### config.mk
export PLATFORM = sky130hd
export DESIGN_NAME = instr_sequencer_flat
export DESIGN_NICKNAME = d
export VERILOG_FILES = /design/src/rtl/instr_sequencer_if.sv /design/src/rtl/instr_sequencer.sv /design/src/flat_wrapper.sv
export SDC_FILE = /design/constraint.sdc
export NUM_CORES = 1
export LEC_CHECK = 0
export CORE_AREA = 4 4 185 222
export DETAILED_ROUTE_END_ITERATION = 16
export DIE_AREA = 0 0 189 226
export GPL_ROUTABILITY_DRIVEN = 0
export MAX_ROUTING_LAYER = met4
export PLACE_DENSITY = 0.62
export SETUP_SLACK_MARGIN = 0.1
export SYNTH_ARGS = -nofsm -noshare
export SYNTH_HDL_FRONTEND = slang
export SYNTH_SLANG_ARGS = --single-unit
### constraint.sdc
create_clock -name clk -period 3.1 [get_ports clk]
set_input_delay 0.31 -clock clk [delete_from_list [all_inputs] [get_ports clk]]
set_output_delay 0.31 -clock clk [all_outputs]
set_load 0.02 [all_outputs]
### src/rtl/instr_sequencer_if.sv
// instr_sequencer_if: issue bus between the sequencer and the control unit / ALU stage.
// Signals:
//   opcode[2:0], a[7:0], b[7:0] : instruction fields driven by the sequencer
//   issue_valid                 : fields are valid (held stable until accepted)
//   issue_ready                 : downstream stage accepts the current instruction
//   save                        : one-cycle strobe, result register captures the ALU result
// Modports: master = sequencer side, slave = ALU / control-unit side.
interface instr_sequencer_if;
   logic [2:0] opcode;
   logic [7:0] a;
   logic [7:0] b;
   logic       issue_valid;
   logic       issue_ready;
   logic       save;
   modport master (output opcode, a, b, issue_valid, save, input issue_ready);
   modport slave  (input opcode, a, b, issue_valid, save, output issue_ready);
endinterface

### src/rtl/instr_sequencer.sv
// instr_sequencer: writable program memory plus program counter that issues one instruction
// at a time to the ALU stage over a valid/ready handshake.
// Ports:
//   clk          : system clock
//   reset        : synchronous active-low reset (program memory is not cleared)
//   start_i      : begin execution at address 0 (honoured in IDLE/HALT only)
//   prog_we_i    : program memory write enable (accepted in IDLE/HALT only)
//   prog_addr_i  : program memory write address
//   prog_data_i  : instruction word, [19]=halt [18:16]=opcode [15:8]=a [7:0]=b
//   bus          : issue bus (opcode/a/b/issue_valid/save out, issue_ready in)
//   busy_o       : high in FETCH or ISSUE
//   done_o       : one-cycle pulse on entry to HALT (or on each wrap in loop mode)
//   pc_o         : current program counter
//   loop_count_o : wraps taken, saturating at 255 (only when SEQ_LOOP_EN is defined)
// Optional feature: define SEQ_LOOP_EN to wrap back to address 0 instead of halting.
module instr_sequencer #(
   parameter int DEPTH  = 16,
   parameter int ADDR_W = 4
) (
   input  logic                  clk,
   input  logic                  reset,
   input  logic                  start_i,
   input  logic                  prog_we_i,
   input  logic [ADDR_W-1:0]     prog_addr_i,
   input  logic [19:0]           prog_data_i,
   instr_sequencer_if.master     bus,
`ifdef SEQ_LOOP_EN
   output logic [7:0]            loop_count_o,
`endif
   output logic                  busy_o,
   output logic                  done_o,
   output logic [ADDR_W-1:0]     pc_o
);
   typedef enum logic [1:0] {IDLE, FETCH, ISSUE, HALT} state_t;
   localparam logic [ADDR_W-1:0] last_pc = ADDR_W'(DEPTH - 1);
   state_t            state_q, state_d;
   logic [ADDR_W-1:0] pc_q, pc_d;
   logic [2:0]        opcode_q, opcode_d;
   logic [7:0]        a_q, a_d, b_q, b_d;
   logic              save_q, save_d, done_q, done_d;
   logic [19:0]       mem [DEPTH];
   logic [19:0]       word;
   logic              prog_ok;
`ifdef SEQ_LOOP_EN
   logic [7:0]        loop_q, loop_d;
   logic              wrap;
`endif
   assign word    = mem[pc_q];
   assign prog_ok = (state_q == IDLE) || (state_q == HALT);
   // Memory has no reset so the program survives a reset pulse.
   always_ff @(posedge clk) begin
      if (prog_we_i && prog_ok)
         mem[prog_addr_i] <= prog_data_i;
   end
   always_comb begin
      state_d  = state_q;
      pc_d     = pc_q;
      opcode_d = opcode_q;
      a_d      = a_q;
      b_d      = b_q;
      save_d   = 1'b0;
      done_d   = 1'b0;
`ifdef SEQ_LOOP_EN
      wrap     = 1'b0;
`endif
      case (state_q)
         IDLE, HALT: begin
            if (start_i) begin
               state_d = FETCH;
               pc_d    = '0;
            end
         end
         FETCH: begin
            {opcode_d, a_d, b_d} = word[18:0];
            if (word[19]) begin
               done_d = 1'b1;
`ifdef SEQ_LOOP_EN
               wrap    = 1'b1;
               pc_d    = '0;
               state_d = FETCH;
`else
               state_d = HALT;
`endif
            end else begin
               state_d = ISSUE;
            end
         end
         ISSUE: begin
            if (bus.issue_ready) begin
               save_d = 1'b1;
               if (pc_q == last_pc) begin
                  done_d = 1'b1;
`ifdef SEQ_LOOP_EN
                  wrap    = 1'b1;
                  pc_d    = '0;
                  state_d = FETCH;
`else
                  state_d = HALT;
`endif
               end else begin
                  pc_d    = pc_q + 1'b1;
                  state_d = FETCH;
               end
            end
         end
         default: state_d = IDLE;
      endcase
`ifdef SEQ_LOOP_EN
      loop_d = (wrap && loop_q != 8'hFF) ? loop_q + 8'd1 : loop_q;
`endif
   end
   always_ff @(posedge clk) begin
      if (!reset) begin
         state_q  <= IDLE;
         pc_q     <= '0;
         opcode_q <= '0;
         a_q      <= '0;
         b_q      <= '0;
         save_q   <= 1'b0;
         done_q   <= 1'b0;
`ifdef SEQ_LOOP_EN
         loop_q   <= '0;
`endif
      end else begin
         state_q  <= state_d;
         pc_q     <= pc_d;
         opcode_q <= opcode_d;
         a_q      <= a_d;
         b_q      <= b_d;
         save_q   <= save_d;
         done_q   <= done_d;
`ifdef SEQ_LOOP_EN
         loop_q   <= loop_d;
`endif
      end
   end
   assign bus.opcode      = opcode_q;
   assign bus.a           = a_q;
   assign bus.b           = b_q;
   assign bus.issue_valid = (state_q == ISSUE);
   assign bus.save        = save_q;
   assign busy_o          = (state_q == FETCH) || (state_q == ISSUE);
   assign done_o          = done_q;
   assign pc_o            = pc_q;
`ifdef SEQ_LOOP_EN
   assign loop_count_o    = loop_q;
`endif
endmodule

### src/flat_wrapper.sv
// flat-port wrapper written by rule: the top's interface ports become plain ports
module instr_sequencer_flat 
#(
   parameter int DEPTH  = 16,
   parameter int ADDR_W = 4
)
  (clk, reset, start_i, prog_we_i, prog_addr_i, prog_data_i, busy_o, done_o, pc_o, bus_opcode, bus_a, bus_b, bus_issue_valid, bus_save, bus_issue_ready);
  instr_sequencer_if bus_i ();
  input  logic clk;
  input  logic reset;
  input  logic start_i;
  input  logic prog_we_i;
  input  logic [ADDR_W-1:0] prog_addr_i;
  input  logic [19:0] prog_data_i;
  output logic busy_o;
  output logic done_o;
  output logic [ADDR_W-1:0] pc_o;
  output wire logic [$bits(bus_i.opcode)-1:0] bus_opcode;
  output wire logic [$bits(bus_i.a)-1:0] bus_a;
  output wire logic [$bits(bus_i.b)-1:0] bus_b;
  output wire logic [$bits(bus_i.issue_valid)-1:0] bus_issue_valid;
  output wire logic [$bits(bus_i.save)-1:0] bus_save;
  input wire logic [$bits(bus_i.issue_ready)-1:0] bus_issue_ready;
  assign bus_opcode = bus_i.opcode;
  assign bus_a = bus_i.a;
  assign bus_b = bus_i.b;
  assign bus_issue_valid = bus_i.issue_valid;
  assign bus_save = bus_i.save;
  assign bus_i.issue_ready = bus_issue_ready;
  instr_sequencer #(.DEPTH(DEPTH), .ADDR_W(ADDR_W)) u_core (.clk(clk), .reset(reset), .start_i(start_i), .prog_we_i(prog_we_i), .prog_addr_i(prog_addr_i), .prog_data_i(prog_data_i), .bus(bus_i), .busy_o(busy_o), .done_o(done_o), .pc_o(pc_o));
endmodule
==> impl_table.tex <==
\begin{tabular}{lr}
\hline
Metric & Value \\
\hline
\multicolumn{2}{l}{\textbf{Run status}} \\
\quad Result of the run & finished clean \\
\multicolumn{2}{l}{\textbf{Routing}} \\
\quad Total number of vias & between 7k and 8k \\
\quad Number of DRC markers in iteration 0 & about 570 \\
\quad Drc violations & 0 \\
\quad Wire length per cell after detailed routing & 20.79 microns \\
\quad Vias per cell & 5.015 \\
\quad Post-Route WL & slightly below 30000 microns \\
\quad First drt pass iteration count & 6 \\
\quad Final ANT Viol Nets & 0 \\
\multicolumn{2}{l}{\textbf{Placement}} \\
\quad Detailed Place HPWL & $\sim$18000 microns \\
\quad Worst slack, placed & $\sim$0.87 ns \\
\quad Placed Cells & $\sim$1.4k \\
\quad Port buffer count & 55 \\
\multicolumn{2}{l}{\textbf{Timing}} \\
\quad Final setup fails & 0 \\
\quad Transition time of the tightest slew-check pin & about 0.7 ns \\
\quad Worst setup slack after layout & approximately 0.75 ns \\
\quad Unrepaired setup endpoints after global routing & false \\
\quad Minimum clock period after layout & approximately 2.3 ns \\
\quad Period utilization & between 70\% and 80\% \\
\quad Count of endpoints failing hold in the final timing report & 0 \\
\quad Maximum clock skew at final layout & about 0.013 ns \\
\quad Worst slew margin relative to its limit & between 50 and 60\% \\
\quad Total Negative Setup Slacks & 0 ns \\
\quad Maximum achievable frequency & around 430 MHz \\
\quad Number of pins with negative max-slew slack in the final report & 0 \\
\multicolumn{2}{l}{\textbf{Yosys}} \\
\quad Count of yosys warnings during synthesis & 0 \\
\quad Mean area per synthesized cell & between 15 and 20 sq um \\
\quad Synthesized net count & slightly above 800 \\
\quad Sequential area share after synthesis & 75.93\% \\
\quad Post-synthesis cell type count & 35 \\
\quad Combined area of all synthesized cells & about 13000 sq um \\
\quad Synth async-reset ratio & 0\% \\
\quad Post-synth top flop & sky130\_fd\_sc\_hd\_\_edfxtp\_1 \\
\quad Post-Syn Instances & about 790 \\
\quad Number of synthesized register bits & approximately 350 \\
\quad Number of enable flip-flop cells after synthesis & 320 \\
\multicolumn{2}{l}{\textbf{Power}} \\
\quad Pwr per Cell Area & 659.6 nW/um\^{}2 \\
\quad Leakage & 4.829 nW \\
\quad IR Drop Worst-Case VDD & $\sim$0.35 mV \\
\multicolumn{2}{l}{\textbf{Layout}} \\
\quad Fraction of final layout cells sized beyond drive strength 1 & a little under an eighth \\
\quad Total area of sequential cells & $\sim$10000 sq um \\
\quad Area of the multi-input gates & 3068 sq um \\
\quad Total of fill cells in the finished design & 3455 \\
\quad Non-filler instance count after layout & 1432 \\
\quad Area growth, synth to finish & 18.22\% \\
\quad Antenna diodes & 0 \\
\quad Number of nets at the end of the flow & 911 \\
\quad Most frequent cells in the layout & sky130\_fd\_sc\_hd\_\_edfxtp\_1 (320), sky130\_fd\_sc\_hd\_\_mux2i\_1 (157), sky130\_fd\_sc\_hd\_\_nand3\_1 (59), sky130\_fd\_sc\_hd\_\_a22oi\_1 (59), sky130\_fd\_sc\_hd\_\_clkdlybuf4s50\_1 (55) \\
\quad Util after Layout & between 40\% and 50\% \\
\quad Most common library cell in the layout ignoring fill and taps & sky130\_fd\_sc\_hd\_\_edfxtp\_1 \\
\multicolumn{2}{l}{\textbf{Clocking}} \\
\quad Clock tree from TritonCTS & yes \\
\quad Number of CTS-inserted buffers & 35 \\
\quad Depth of the CTS H-tree & 2 \\
\quad Post-CTS sizing & 0 \\
\quad Post-CTS Repair Setup Buffers & 0 \\
\quad Clock transition at the register clock pins on the worst setup and hold paths after CTS & $\sim$0.06 ns \\
\quad Buffer depth of the longest clock path & 3 \\
\quad Clock latency on the worst-skew pair & 0.52 ns \\
\quad TritonCTS Sinks & around 350 \\
\quad Root buf cell & sky130\_fd\_sc\_hd\_\_clkbuf\_16 \\
\quad Hold-fix buffers, CTS & 0 \\
\multicolumn{2}{l}{\textbf{Run}} \\
\quad Max-capacitance violation count & 0 \\
\multicolumn{2}{l}{\textbf{Worst hold path}} \\
\quad Class of the tightest hold or removal check & input port to flop \\
\multicolumn{2}{l}{\textbf{Die}} \\
\quad Total core area & 38850 sq um \\
\quad DIE AREA & about 43000 sq um \\
\quad Standard-cell row count & 79 \\
\quad Starting density of the core & between 30\% and 40\% \\
\quad Horizontal extent of the die & 189 microns \\
\quad Overall die height & roughly 230 microns \\
\quad I/O Pins & 56 \\
\multicolumn{2}{l}{\textbf{Setup path}} \\
\quad Startpoint of the most critical setup path & u\_core.state\_q[0] \\
\quad Data arrival time of the critical path & a little over 2 ns \\
\quad Kind of cell adding the most delay to the critical path & buffers and inverters \\
\quad Last element of the critical path & busy\_o \\
\quad Maximum fanout count along the critical path & 9 \\
\quad Minimum setup slack among reg-to-reg paths & roughly 0.85 ns \\
\quad Worst-case reg-to-reg path depth & 6 \\
\quad Worst path slowest cell & sky130\_fd\_sc\_hd\_\_clkdlybuf4s50\_1 \\
\quad Most Frequent Cell on Critical Path & sky130\_fd\_sc\_hd\_\_inv\_1 \\
\quad Ordered cell list for the critical path & inv\_1, ha\_1, inv\_1, clkdlybuf4s50\_1 \\
\quad Critical path buffer and inverter count & 3 \\
\quad Startpoint class of the critical path & flop \\
\quad WP data required & 2.79 ns \\
\quad Critical Path Sink Type & primary output \\
\quad Biggest cell delay along the critical path & between 0.6 and 0.7 ns \\
\quad Count of cell instances traversed by the critical path & 4 \\
\quad Capture point of the worst reg-to-reg path & u\_core.mem[0][11] \\
\quad Startpoint of the worst-slack reg-to-reg timing path & u\_core.state\_q[0] \\
\quad Critical path start-end classification & flop to primary output \\
\multicolumn{2}{l}{\textbf{Global routing}} \\
\quad Pin count of the biggest net entering global routing & 50 \\
\quad GRT Resource Usage Total & $\sim$14\% \\
\quad Via count of the first global-routing pass & 7328 \\
\quad Overflow left after global routing & 0 \\
\quad Initial antenna violation count & 0 \\
\quad First-pass GRT wire length & 44660 microns \\
\hline
\end{tabular}
[per-layer routing]
metal | track usage [%] | vias to the layer above | wire length, microns
met1 | 17.34 | 3656 | 12570
met5 | - | - | 0
met3 | 2.427 | 53 | 1412
met4 | 4.891 | 0 | 862
met2 | 24.02 | 189 | 14930
li1 | - | 3283 | -
[Yosys cell counts (all sizes together), types with 2 or more instances]
library cell / n / area (sq um)
clkbuf: 7 / 26.28
inv: 5 / 18.77
nand3: 59 / 295.3
mux4: 2 / 45.04
nand2: 42 / 157.7
dfxtp: 31 / 620.6
mux2i: 157 / 1572
ha: 3 / 37.54
nor2: 22 / 85.09
a22oi: 59 / 442.9
xnor2: 3 / 26.28
edfxtp: 320 / 9609
nor2b: 4 / 25.02
and3: 2 / 12.51
nor3: 5 / 30.03
nand4: 2 / 12.51
buf: 32 / 209.0
a21oi: 21 / 105.1
nand2b: 5 / 31.28
nand4b: 2 / 17.52
[cell type report]
cell class | instances | share of cell area [%]
flip-flops and latches | 351 | 64.25
repair buffers | 87 | 5.515
well taps | 526 | 4.132
multi-input cells | 399 | 19.26
clock buffers | 56 | 6.245
clock inverters | 8 | 0.4792
inverters | 5 | 0.1178
[cells by family (layout without fill, tap and decap cells)]
logic type / count (synthesis) / count (layout) / share of synthesized area (%)
compound gates: 85 / 85 / 4.393
xor+xnor: 3 / 3 / 0.1951
fa+ha+maj: 3 / 3 / 0.2786
buf+inv: 44 / 156 / 1.885
flops: 351 / 351 / 75.93
mux: 159 / 159 / 12.00
simple gates: 149 / 149 / 5.321
[state kept, by name, indices dropped and copies added, names as in the netlist, named ones only]
signal	flops
u_core.mem	320
u_core.bus.save	1
u_core.done_o	1
u_core.bus.b	8
u_core.state_q	2
u_core.bus.a	8
u_core.bus.opcode	3
u_core.pc_o	4
[worst register-to-register path: cells and delay by family, from the launching register on]
family	cells	cell delay, ns
simple gates	3	0.74
fa+ha+maj	1	0.44
buf+inv	2	0.37
flops	1	0.34
[report_power, final]
| group | total [mW] | internal [mW] | switching [mW] |
|---|---|---|---|
| Combinational | 1.10 | 0.414 | 0.686 |
| Clock | 3.96 | 2.29 | 1.67 |
| Sequential | 5.44 | 5.34 | 0.102 |
[worst min path at each step]
stage	startpoint	end	slack, ns	cells after the start
floorplan	prog_data_i[0]	u_core.mem[0][0]	0.41	0
global placement	u_core.bus.b[7]	u_core.bus.b[7]	0.44	2
detailed placement	u_core.bus.a[7]	u_core.bus.a[7]	0.45	2
CTS	bus_issue_ready	u_core.bus.save	0.42	2
global route	bus_issue_ready	u_core.bus.save	0.46	2
finish	bus_issue_ready	u_core.bus.save	0.45	2
[per-stage QoR]
| stage | hold WS, ns | instance area, sq um | power (mW) |
|---|---|---|---|
| after floorplan | 0.4089 | 13480 | 6.120 |
| after global placement | 0.4437 | 14860 | 6.645 |
| after detailed placement | 0.4509 | 14860 | 6.661 |
| after CTS | 0.4176 | 15930 | 10.63 |
| after global routing | 0.4567 | 15930 | 10.91 |
| final | 0.4501 | 15930 | 10.51 |
Power figures use the tool's default switching activity.
